`config.mk`:
```
export PLATFORM = sky130hd
export DESIGN_NAME = sr_flag_arbiter_flat
export DESIGN_NICKNAME = d
export VERILOG_FILES = /design/src/rtl/sr_flag_arbiter_if.sv /design/src/rtl/sr_flag_arbiter.sv /design/src/flat_wrapper.sv
export SDC_FILE = /design/constraint.sdc
export NUM_CORES = 1
export LEC_CHECK = 0
export CORE_MARGIN = 4
export CORE_UTILIZATION = 63
export CTS_CLUSTER_DIAMETER = 150
export DETAILED_ROUTE_END_ITERATION = 8
export DONT_BUFFER_PORTS = 1
export PLACE_DENSITY = 0.85
export RECOVER_POWER = 50
export SYNTH_ARGS = -nofsm -noshare
export SYNTH_HDL_FRONTEND = slang
export SYNTH_SLANG_ARGS = --single-unit
```
`constraint.sdc`:
```
create_clock -name clk -period 3.3 [get_ports clk]
set_input_delay 0.66 -clock clk [delete_from_list [all_inputs] [get_ports clk]]
set_output_delay 0.66 -clock clk [all_outputs]
set_load 0.1 [all_outputs]
```
`src/rtl/sr_flag_arbiter_if.sv`:
```
// rtl/sr_flag_arbiter_if.sv - requester command bus for sr_flag_arbiter
interface sr_flag_arbiter_if #(
  parameter int NUM_REQ = 4,
  parameter int IDX_W   = 3
);
  logic [NUM_REQ-1:0]       req_valid;
  logic [NUM_REQ-1:0]       req_ready;
  logic [NUM_REQ*IDX_W-1:0] req_idx;
  logic [NUM_REQ*2-1:0]     req_op;

  modport master (output req_valid, output req_idx, output req_op, input req_ready);
  modport slave  (input req_valid, input req_idx, input req_op, output req_ready);
endinterface

```
`src/rtl/sr_flag_arbiter.sv`:
```
// rtl/sr_flag_arbiter.sv - round-robin arbitrated bank of set/reset status flags
module sr_flag_arbiter #(
  parameter int NUM_REQ         = 4,
  parameter int NUM_FLAGS       = 8,
  parameter int IDX_W           = 3,
  parameter int CONFLICT_POLICY = 0,
  parameter int CNT_W           = 8,
  localparam int ID_W           = (NUM_REQ > 1) ? $clog2(NUM_REQ) : 1
) (
  input  logic                 clk,
  input  logic                 rst_n,
  sr_flag_arbiter_if.slave     req,
  input  logic                 clr_all,
  output logic [NUM_FLAGS-1:0] flags,
  output logic                 grant_valid,
  output logic [ID_W-1:0]      grant_id,
  output logic                 err_pulse,
  output logic [CNT_W-1:0]     conflict_cnt
);
  localparam logic [1:0] OP_NOP      = 2'b00;
  localparam logic [1:0] OP_CLR      = 2'b01;
  localparam logic [1:0] OP_SET      = 2'b10;
  localparam logic [1:0] OP_CONFLICT = 2'b11;

  logic [ID_W-1:0]      ptr;
  logic [ID_W-1:0]      winner;
  logic [ID_W-1:0]      cand_id;
  logic                 found;
  logic                 hs;
  logic                 in_range;
  logic                 is_conflict;
  logic [IDX_W-1:0]     sel_idx;
  logic [1:0]           sel_op;
  logic [NUM_FLAGS-1:0] flags_nxt;
  int                   cand;

  // First valid requester at or after the pointer, wrapping modulo NUM_REQ.
  always_comb begin
    found   = 1'b0;
    winner  = '0;
    cand    = 0;
    cand_id = '0;
    for (int k = 0; k < NUM_REQ; k++) begin
      cand = int'(ptr) + k;
      if (cand >= NUM_REQ) cand = cand - NUM_REQ;
      cand_id = ID_W'(cand);
      if (!found && req.req_valid[cand_id]) begin
        found  = 1'b1;
        winner = cand_id;
      end
    end
  end

  always_comb begin
    req.req_ready = '0;
    if (found && !clr_all && rst_n) req.req_ready[winner] = 1'b1;
  end

  assign hs          = |(req.req_valid & req.req_ready);
  assign sel_idx     = req.req_idx[int'(winner)*IDX_W +: IDX_W];
  assign sel_op      = req.req_op[int'(winner)*2 +: 2];
  assign in_range    = int'(sel_idx) < NUM_FLAGS;
  assign is_conflict = (sel_op == OP_CONFLICT);

  always_comb begin
    flags_nxt = flags;
    for (int f = 0; f < NUM_FLAGS; f++) begin
      if (in_range && int'(sel_idx) == f) begin
        case (sel_op)
          OP_NOP: ;
          OP_CLR: flags_nxt[f] = 1'b0;
          OP_SET: flags_nxt[f] = 1'b1;
          OP_CONFLICT: begin
            // Policy 0 holds the current value, so only 1 and 2 modify it.
            if (CONFLICT_POLICY == 1)      flags_nxt[f] = 1'b1;
            else if (CONFLICT_POLICY == 2) flags_nxt[f] = 1'b0;
          end
        endcase
      end
    end
  end

  always_ff @(posedge clk or negedge rst_n) begin
    if (!rst_n) begin
      flags        <= '0;
      grant_valid  <= 1'b0;
      grant_id     <= '0;
      err_pulse    <= 1'b0;
      conflict_cnt <= '0;
      ptr          <= '0;
    end else if (clr_all) begin
      flags       <= '0;
      grant_valid <= 1'b0;
      err_pulse   <= 1'b0;
    end else begin
      grant_valid <= hs;
      err_pulse   <= hs && (is_conflict || !in_range);
      if (hs) begin
        ptr      <= (winner == ID_W'(NUM_REQ - 1)) ? '0 : winner + 1'b1;
        grant_id <= winner;
        flags    <= flags_nxt;
        if (is_conflict && conflict_cnt != '1) conflict_cnt <= conflict_cnt + 1'b1;
      end
    end
  end
endmodule

```
`src/flat_wrapper.sv`:
```
// flat-port wrapper written by rule: the top's interface ports become plain ports
module sr_flag_arbiter_flat 
#(
  parameter int NUM_REQ         = 4,
  parameter int NUM_FLAGS       = 8,
  parameter int IDX_W           = 3,
  parameter int CONFLICT_POLICY = 0,
  parameter int CNT_W           = 8,
  localparam int ID_W           = (NUM_REQ > 1) ? $clog2(NUM_REQ) : 1
)
  (clk, rst_n, clr_all, flags, grant_valid, grant_id, err_pulse, conflict_cnt, req_req_valid, req_req_idx, req_req_op, req_req_ready);
  sr_flag_arbiter_if #(.NUM_REQ(NUM_REQ), .IDX_W(IDX_W)) req_i ();
  input  logic clk;
  input  logic rst_n;
  input  logic clr_all;
  output logic [NUM_FLAGS-1:0] flags;
  output logic grant_valid;
  output logic [ID_W-1:0] grant_id;
  output logic err_pulse;
  output logic [CNT_W-1:0] conflict_cnt;
  input wire logic [$bits(req_i.req_valid)-1:0] req_req_valid;
  input wire logic [$bits(req_i.req_idx)-1:0] req_req_idx;
  input wire logic [$bits(req_i.req_op)-1:0] req_req_op;
  output wire logic [$bits(req_i.req_ready)-1:0] req_req_ready;
  assign req_i.req_valid = req_req_valid;
  assign req_i.req_idx = req_req_idx;
  assign req_i.req_op = req_req_op;
  assign req_req_ready = req_i.req_ready;
  sr_flag_arbiter #(.NUM_REQ(NUM_REQ), .NUM_FLAGS(NUM_FLAGS), .IDX_W(IDX_W), .CONFLICT_POLICY(CONFLICT_POLICY), .CNT_W(CNT_W)) u_core (.clk(clk), .rst_n(rst_n), .req(req_i), .clr_all(clr_all), .flags(flags), .grant_valid(grant_valid), .grant_id(grant_id), .err_pulse(err_pulse), .conflict_cnt(conflict_cnt));
endmodule
```
==> reports/qor.log, run 1 <==
[outcome] outcome finished, final reports clean
[pwr] switching power summed over all nets 0.000690 W
[drt] number of vias per cell after detailed routing 6.17
[sta] Final Worst Setup Slack 0.423 ns
[grt] number of global-route vias before repair 1262
[cts] CTS Buf Count 3
[sta] final cycle utilization of the critical path 87.2%
[sta] setup skew after layout 0.00465 ns
[cts] CTS tree yes
[placement] detailed placer's ending HPWL 2.78 mm
[worst_setup_path] endpoint kind of the worst setup timing path flip-flop
[die] boundary pin count 51
[drt] routed length per instance 17.6 microns
[hold_path] type of the tightest min-delay check primary input to asynchronous set/reset pin
[cts] Max clock buf depth 2
[sta] tightest slew margin relative to the limit 10.6%
[pwr] part of the total power dissipated in the clock network 11.8%
[run] max-cap violations 0
[synth] number of nets produced by synthesis 188
[synth] post-synthesis sequential element count 22
[synth] average cell area after synthesis 10.1 sq um
[sta] fmax 348 MHz
[synth] Cells after Synth 156
[die] Std-Cell Rows 17
[layout] Multi-input gate area 1000 sq um
[grt] total track usage 22.6%
[worst_setup_path] slowest stage cell, crit path sky130_fd_sc_hd__dfrtp_1
[cts] later-pin clock latency in the skew report 0.30 ns
[placement] worst slack at placement 0.220 ns
[synth] netlist area before placement 1580 sq um
[cts] root buffer selected by CTS sky130_fd_sc_hd__clkbuf_4
[die] starting density of the core 68.8%
[die] overall die area 3380 sq um
[cts] clock slew at the register clock pins of the worst setup and hold paths 0.12 ns
[sta] Setup violations, final 0
[sta] final worst path period need 2.88 ns
[drt] total wirelength of the detailed-routed design 3.50 mm
[grt] maximum number of pins on one net before global-route repair 24
[pwr] Worst IR Drop VDD 0.000595 V
[grt] total global routing overflow 0
[pwr] Gate power share 51.4%
[placement] count of port buffers added during placement 0
[cts] total of cells resized after clock tree synthesis 0
[layout] Layout Area Growth over Synthesis 8.54%
[synth] sequential cell area fraction in the yosys report 34.8%
[placement] Placed Area 1710 sq um
[worst_setup_path] CP Data Required Time 3.54 ns
[layout] Diodes inserted 0
[placement] last weighted congestion value of the routability-driven placer 0.830
[sta] setup repair after global routing missed its margin false
[sta] Worst-Margin Slew 1.34 ns
[worst_setup_path] launching element type of the critical path flip-flop
[worst_setup_path] Worst path max stage delay 0.47 ns
[cts] post-CTS setup buffer count 0
[drt] final antenna-violating net count 0
[synth] Yosys warnings 0
[drt] Detailed Route Iter0 Violations 45
[sta] final count of pins violating max slew 0
[worst_setup_path] crit-path cells and2_4 > o211a_4 > nor2_8 > ha_1 > a22oi_1 > nand2_1 > nand2_2 > a2111oi_2 > o211ai_2 > nor3b_1 > mux2i_1
[layout] number of fill cells 169
[die] Die Y 58.1 microns
[cts] quantity of hold-fixing buffers added after cts 0
[die] area inside the core boundary 2300 sq um
[synth] count of unique library cells instantiated by Yosys 42
[drt] First-pass DRT Iterations 4
[sta] final-layout setup total negative slack 0 ns
[layout] commonest non-fill, non-tap cell in the layout sky130_fd_sc_hd__dfrtp_1
[worst_setup_path] WP data arrival 3.11 ns
[layout] combined flip-flop and latch cell area 551 sq um
[drt] DR DRC count 0
[cts] number of clock sinks 22
[layout] layout cells sized above 1 18.1%
[layout] number of nets in the layout 204
[drt] Vias 1227
[pwr] net switching share of the total power 54.8%
[die] floorplan die width 58.1 microns
[worst_setup_path] highest fanout seen on the critical path 9
[grt] global-route wire length before repair 5.98 mm
[worst_setup_path] critical path start-end classification flip-flop to flip-flop
[pwr] power per cell area 734 nW/um^2
[pwr] portion of total power attributed to sequential cells 36.8%
[grt] number of antenna violations at the first check in global routing 0
[pwr] cell internal pwr 0.000570 W
[cts] CTS HTree Levels 1
[layout] commonest cells after routing, fill and taps aside sky130_fd_sc_hd__dfrtp_1, sky130_fd_sc_hd__nand3_1, sky130_fd_sc_hd__mux2i_1
[sta] number of failing hold endpoints at the final stage 0
[pwr] leakage component of the power 0.782 nW
[layout] post-route standard cell area excluding fillers 1720 sq um
-- sequential cells by signal (all words and copies together), names as in the netlist --
name	count
u_core.conflict_cnt	8
u_core.flags	8
u_core.grant_id	2
u_core.ptr	2
u_core.err_pulse	1
u_core.grant_valid	1
-- layout make-up --
cell class	instances	share of cell area [%]
clock buffers	4	2.11
flip-flops and latches	22	32.1
multi-input cells	127	58.4
inverters	5	1.24
repair buffers	13	4.15
well taps	28	2.04
-- stage by stage --
stage	total power (W)	hold WS [ns]	cells	util, %
4_1_cts	0.00128	0.0222	199	75.9
3_5_place_dp	0.00114	0.365	195	74.3
3_3_place_gp	0.00112	0.365	195	74.3
5_1_grt	0.00133	0.000959	199	74.7
6_report	0.00126	0.0272	199	74.7
2_1_floorplan	0.00100	0.364	156	-
-- worst max-delay path, delay by kind of cell, from the launching register on --
kind	cells	cell delay (ns)
flip-flops	1	0.47
AND/OR/NAND/NOR	5	0.98
multiplexers	1	0.22
adder cells (fa/ha/maj)	1	0.20
AO/OA/AOI/OAI	4	0.93
-- metal layers --
layer  track usage, %  wire, microns
met5                0              0
met4             4.97             17
met3             4.68            323
met2             38.1           1720
met1             29.8           1440
-- path summary, 6_finish.rpt --
kind / start / end / slack, ns / cells past startpoint
setup / recovery: u_core.ptr[1] / u_core.flags[6] / 0.42 / 11
hold reg to reg: u_core.ptr[0] / u_core.ptr[0] / 0.59 / 2
max in group asynchronous: rst_n / u_core.flags[1] / 3.20 / 0
setup reg to reg: u_core.ptr[1] / u_core.flags[6] / 0.42 / 11
min in group clk: clr_all / u_core.flags[7] / 0.52 / 2
hold / removal: rst_n / u_core.conflict_cnt[3] / 0.03 / 0
-- synth_stat cells --
master	number	area share, %
sky130_fd_sc_hd__nand2_1	7	1.7
sky130_fd_sc_hd__xnor2_1	2	1.1
sky130_fd_sc_hd__mux2_2	3	2.1
sky130_fd_sc_hd__nor3b_1	2	0.95
sky130_fd_sc_hd__o211ai_2	1	0.79
sky130_fd_sc_hd__nand4_1	2	0.79
sky130_fd_sc_hd__nor3b_2	3	2.4
sky130_fd_sc_hd__and2_4	2	1.1
sky130_fd_sc_hd__nor2_8	1	1.3
sky130_fd_sc_hd__a211o_1	1	0.55
sky130_fd_sc_hd__inv_1	4	0.95
sky130_fd_sc_hd__nor3_4	1	1.0
sky130_fd_sc_hd__mux2i_1	13	8.2
sky130_fd_sc_hd__nand2b_1	12	4.7
sky130_fd_sc_hd__nand3_1	16	5.1
sky130_fd_sc_hd__xor2_1	8	4.4
sky130_fd_sc_hd__o2bb2a_1	1	0.63
sky130_fd_sc_hd__a21oi_1	3	0.95
sky130_fd_sc_hd__and3_1	2	0.79
sky130_fd_sc_hd__clkbuf_1	2	0.47
sky130_fd_sc_hd__dfrtp_1	22	35
sky130_fd_sc_hd__inv_4	1	0.40
sky130_fd_sc_hd__o21ba_2	1	0.63
sky130_fd_sc_hd__a21o_1	1	0.47
sky130_fd_sc_hd__nor2b_1	1	0.40
sky130_fd_sc_hd__a2111oi_2	1	0.95
sky130_fd_sc_hd__nand3_2	1	0.63
sky130_fd_sc_hd__nor2_1	5	1.2
sky130_fd_sc_hd__nand2_2	1	0.40
sky130_fd_sc_hd__o21bai_2	1	0.71
sky130_fd_sc_hd__o211ai_4	1	1.3
sky130_fd_sc_hd__a2111oi_4	1	1.7
sky130_fd_sc_hd__ha_1	5	4.0
sky130_fd_sc_hd__a22oi_1	2	0.95
sky130_fd_sc_hd__mux2_1	1	0.71
sky130_fd_sc_hd__nand3b_1	3	1.4
sky130_fd_sc_hd__nor4_1	1	0.40
sky130_fd_sc_hd__o21ai_0	7	2.2
sky130_fd_sc_hd__nor3_1	7	2.2
sky130_fd_sc_hd__nand4_4	1	1.3
sky130_fd_sc_hd__and2_1	5	2.0
sky130_fd_sc_hd__o211a_4	1	1.1
-- power by group through the flow --
stage | combinational [W] | sequential [W] | clock, W
3_3_place_gp | 0.000652 | 0.000466 | 0
4_1_cts | 0.000668 | 0.000465 | 0.000149
6_report | 0.000648 | 0.000464 | 0.000149
2_1_floorplan | 0.000399 | 0.000605 | 0
3_5_place_dp | 0.000666 | 0.000470 | 0
5_1_grt | 0.000703 | 0.000470 | 0.000162
-- kinds of logic after synthesis --
group / Yosys count / share of synthesized area (%)
xor+xnor: 10 / 5.54
fa+ha+maj: 5 / 3.96
flops: 22 / 34.8
simple gates: 73 / 29.7
buf+inv: 7 / 1.82
compound gates: 22 / 13.1
mux: 17 / 11.1
Power figures use the tool's default switching activity.
==> inputs of run 2 (changes only) <==
--- a/config.mk
+++ b/config.mk
@@ -5,6 +5,7 @@
 export SDC_FILE = /design/constraint.sdc
 export NUM_CORES = 1
 export LEC_CHECK = 0
+export ABC_CLOCK_PERIOD_IN_PS = 3300
 export CORE_MARGIN = 4
 export CORE_UTILIZATION = 63
 export CTS_CLUSTER_DIAMETER = 150
==> results of run 2 <==
Same layout as run 1: the final DEF is identical, and so are final timing and power.
==> inputs of run 3 (changes only) <==
--- a/config.mk
+++ b/config.mk
@@ -5,13 +5,13 @@
 export SDC_FILE = /design/constraint.sdc
 export NUM_CORES = 1
 export LEC_CHECK = 0
-export ABC_CLOCK_PERIOD_IN_PS = 3300
+export ABC_CLOCK_PERIOD_IN_PS = 3500
 export CORE_MARGIN = 4
-export CORE_UTILIZATION = 63
+export CORE_UTILIZATION = 65
 export CTS_CLUSTER_DIAMETER = 150
 export DETAILED_ROUTE_END_ITERATION = 8
 export DONT_BUFFER_PORTS = 1
-export PLACE_DENSITY = 0.85
+export PLACE_DENSITY = 0.87
 export RECOVER_POWER = 50
 export SYNTH_ARGS = -nofsm -noshare
 export SYNTH_HDL_FRONTEND = slang
==> constraint.sdc (replaced) <==
create_clock -name clk -period 3.5 [get_ports clk]
set_input_delay 0.7 -clock clk [delete_from_list [all_inputs] [get_ports clk]]
set_output_delay 0.7 -clock clk [all_outputs]
set_load 0.1 [all_outputs]
==> reports/qor.log, run 3 (synthesis gave the netlist of run 1 again) <==
[outcome] outcome finished, final reports clean
[layout] commonest non-fill, non-tap cell in the layout sky130_fd_sc_hd__dfrtp_1
[die] starting density of the core 70.1%
[cts] number of clock sinks 22
[worst_setup_path] crit-path cells and2_4 > and2_4 > nor3_4 > inv_4 > ha_1 > and2_1 > buf_4
[cts] CTS HTree Levels 1
[drt] Detailed Route Iter0 Violations 77
[sta] setup repair after global routing missed its margin false
[worst_setup_path] highest fanout seen on the critical path 9
[die] Std-Cell Rows 17
[worst_setup_path] launching element type of the critical path flip-flop
[cts] post-CTS setup buffer count 0
[die] floorplan die width 57.3 microns
[worst_setup_path] slowest stage cell, crit path sky130_fd_sc_hd__dfrtp_1
[drt] Vias 1240
[grt] maximum number of pins on one net before global-route repair 24
[sta] final-layout setup total negative slack 0 ns
[sta] setup skew after layout 0.00773 ns
[worst_setup_path] critical path start-end classification flip-flop to primary output
[placement] detailed placer's ending HPWL 2.88 mm
[cts] CTS Buf Count 3
[run] max-cap violations 0
[cts] quantity of hold-fixing buffers added after cts 0
[cts] clock slew at the register clock pins of the worst setup and hold paths 0.11 ns
[placement] count of port buffers added during placement 0
[layout] number of fill cells 182
[layout] number of nets in the layout 202
[layout] biggest registers after layout u_core.conflict_cnt: 8 flops, u_core.flags: 8 flops
[sta] number of failing hold endpoints at the final stage 0
[cts] later-pin clock latency in the skew report 0.30 ns
[layout] Multi-input gate area 1000 sq um
[sta] Final Worst Setup Slack 0.511 ns
[placement] worst slack at placement 0.448 ns
[layout] layout cells sized above 1 17.3%
[sta] final count of pins violating max slew 0
[drt] First-pass DRT Iterations 4
[sta] Setup violations, final 0
[die] overall die area 3290 sq um
[cts] Max clock buf depth 2
[layout] commonest cells after routing, fill and taps aside sky130_fd_sc_hd__dfrtp_1, sky130_fd_sc_hd__nand3_1, sky130_fd_sc_hd__mux2i_1
[drt] final antenna-violating net count 0
[die] area inside the core boundary 2250 sq um
[layout] Diodes inserted 0
[worst_setup_path] endpoint kind of the worst setup timing path primary output
[cts] CTS tree yes
[pwr] Total Power Consumption 0.00116 W
[pwr] power per cell area 686 nW/um^2
[sta] final cycle utilization of the critical path 85.4%
[sta] Worst-Margin Slew 1.38 ns
[die] boundary pin count 51
[layout] Layout Area Growth over Synthesis 6.96%
[placement] last weighted congestion value of the routability-driven placer 1.06
[cts] root buffer selected by CTS sky130_fd_sc_hd__clkbuf_4
[pwr] leakage component of the power 0.768 nW
[sta] final worst path period need 2.99 ns
[hold_path] type of the tightest min-delay check primary input to asynchronous set/reset pin
[grt] number of antenna violations at the first check in global routing 0
[worst_setup_path] cell repeated most along the worst path sky130_fd_sc_hd__and2_4
[pwr] Worst IR Drop VDD 0.000682 V
[drt] routed length per instance 18.1 microns
[drt] DR DRC count 0
[cts] total of cells resized after clock tree synthesis 0
[worst_setup_path] Worst path max stage delay 0.45 ns
[layout] combined flip-flop and latch cell area 551 sq um
[drt] total wirelength of the detailed-routed design 3.55 mm
[grt] total global routing overflow 0
[grt] total track usage 23.0%
[grt] global-route wire length before repair 5.95 mm
[die] Die Y 57.3 microns
[worst_setup_path] CP Data Required Time 2.80 ns
[grt] number of global-route vias before repair 1251
[worst_setup_path] WP data arrival 2.29 ns
[worst_setup_path] worst reg2reg setup slack 0.63 ns
[sta] fmax 335 MHz
[sta] tightest slew margin relative to the limit 8.00%
[drt] number of vias per cell after detailed routing 6.33
==> run 3: critical path, delay by kind of cell (launching register included) <==
family        cells  cell delay [ns]
simple gates      4             0.94
buf+inv           2             0.35
flops             1             0.45
fa+ha+maj         1             0.25
==> run 3: report_power, final <==
part,switching (W),internal (W)
Sequential,0.000182,0.000293
Combinational,0.000400,0.000175
Clock,0.0000705,0.0000402
Total,0.000653,0.000508
==> run 3: layout make-up <==
cell class	instances	share of cell area [%]
multi-input combinational	127	59.2
sequential	22	32.5
timing repair buffer	11	3.55
tap	28	2.07
clock buffer	3	1.33
inverter	5	1.26
==> run 3: metal layers <==
metal | global-route usage [%] | part of all wire, %
met1 | 28.2 | 38
met2 | 39.6 | 52
met3 | 4.75 | 7.8
met4 | 8.61 | 1.8
met5 | 0 | 0
==> run 3: final timing paths <==
kind                                        start                endpoint  cells after the start
setup / recovery                    u_core.ptr[1]        req_req_ready[0]                      7
hold / removal                              rst_n         u_core.flags[2]                      0
hold reg to reg                     u_core.ptr[0]           u_core.ptr[0]                      2
min in group clk                          clr_all         u_core.flags[7]                      2
max in group asynchronous                   rst_n  u_core.conflict_cnt[5]                      0
setup reg to reg           u_core.conflict_cnt[2]  u_core.conflict_cnt[1]                      7
==> run 3: stage by stage <==
| step | cell area, sq um | cells | hold slack [ns] | utilization, % |
|---|---|---|---|---|
| after global routing | 1690 | 196 | 0.0470 | 75.0 |
| final | 1690 | 196 | 0.0726 | 75.0 |
| after detailed placement | 1690 | 193 | 0.405 | 75.0 |
| after global placement | 1690 | 193 | 0.405 | 75.0 |
| after CTS | 1710 | 196 | 0.0693 | 76.0 |
| after floorplan | 1580 | 156 | 0.404 | - |
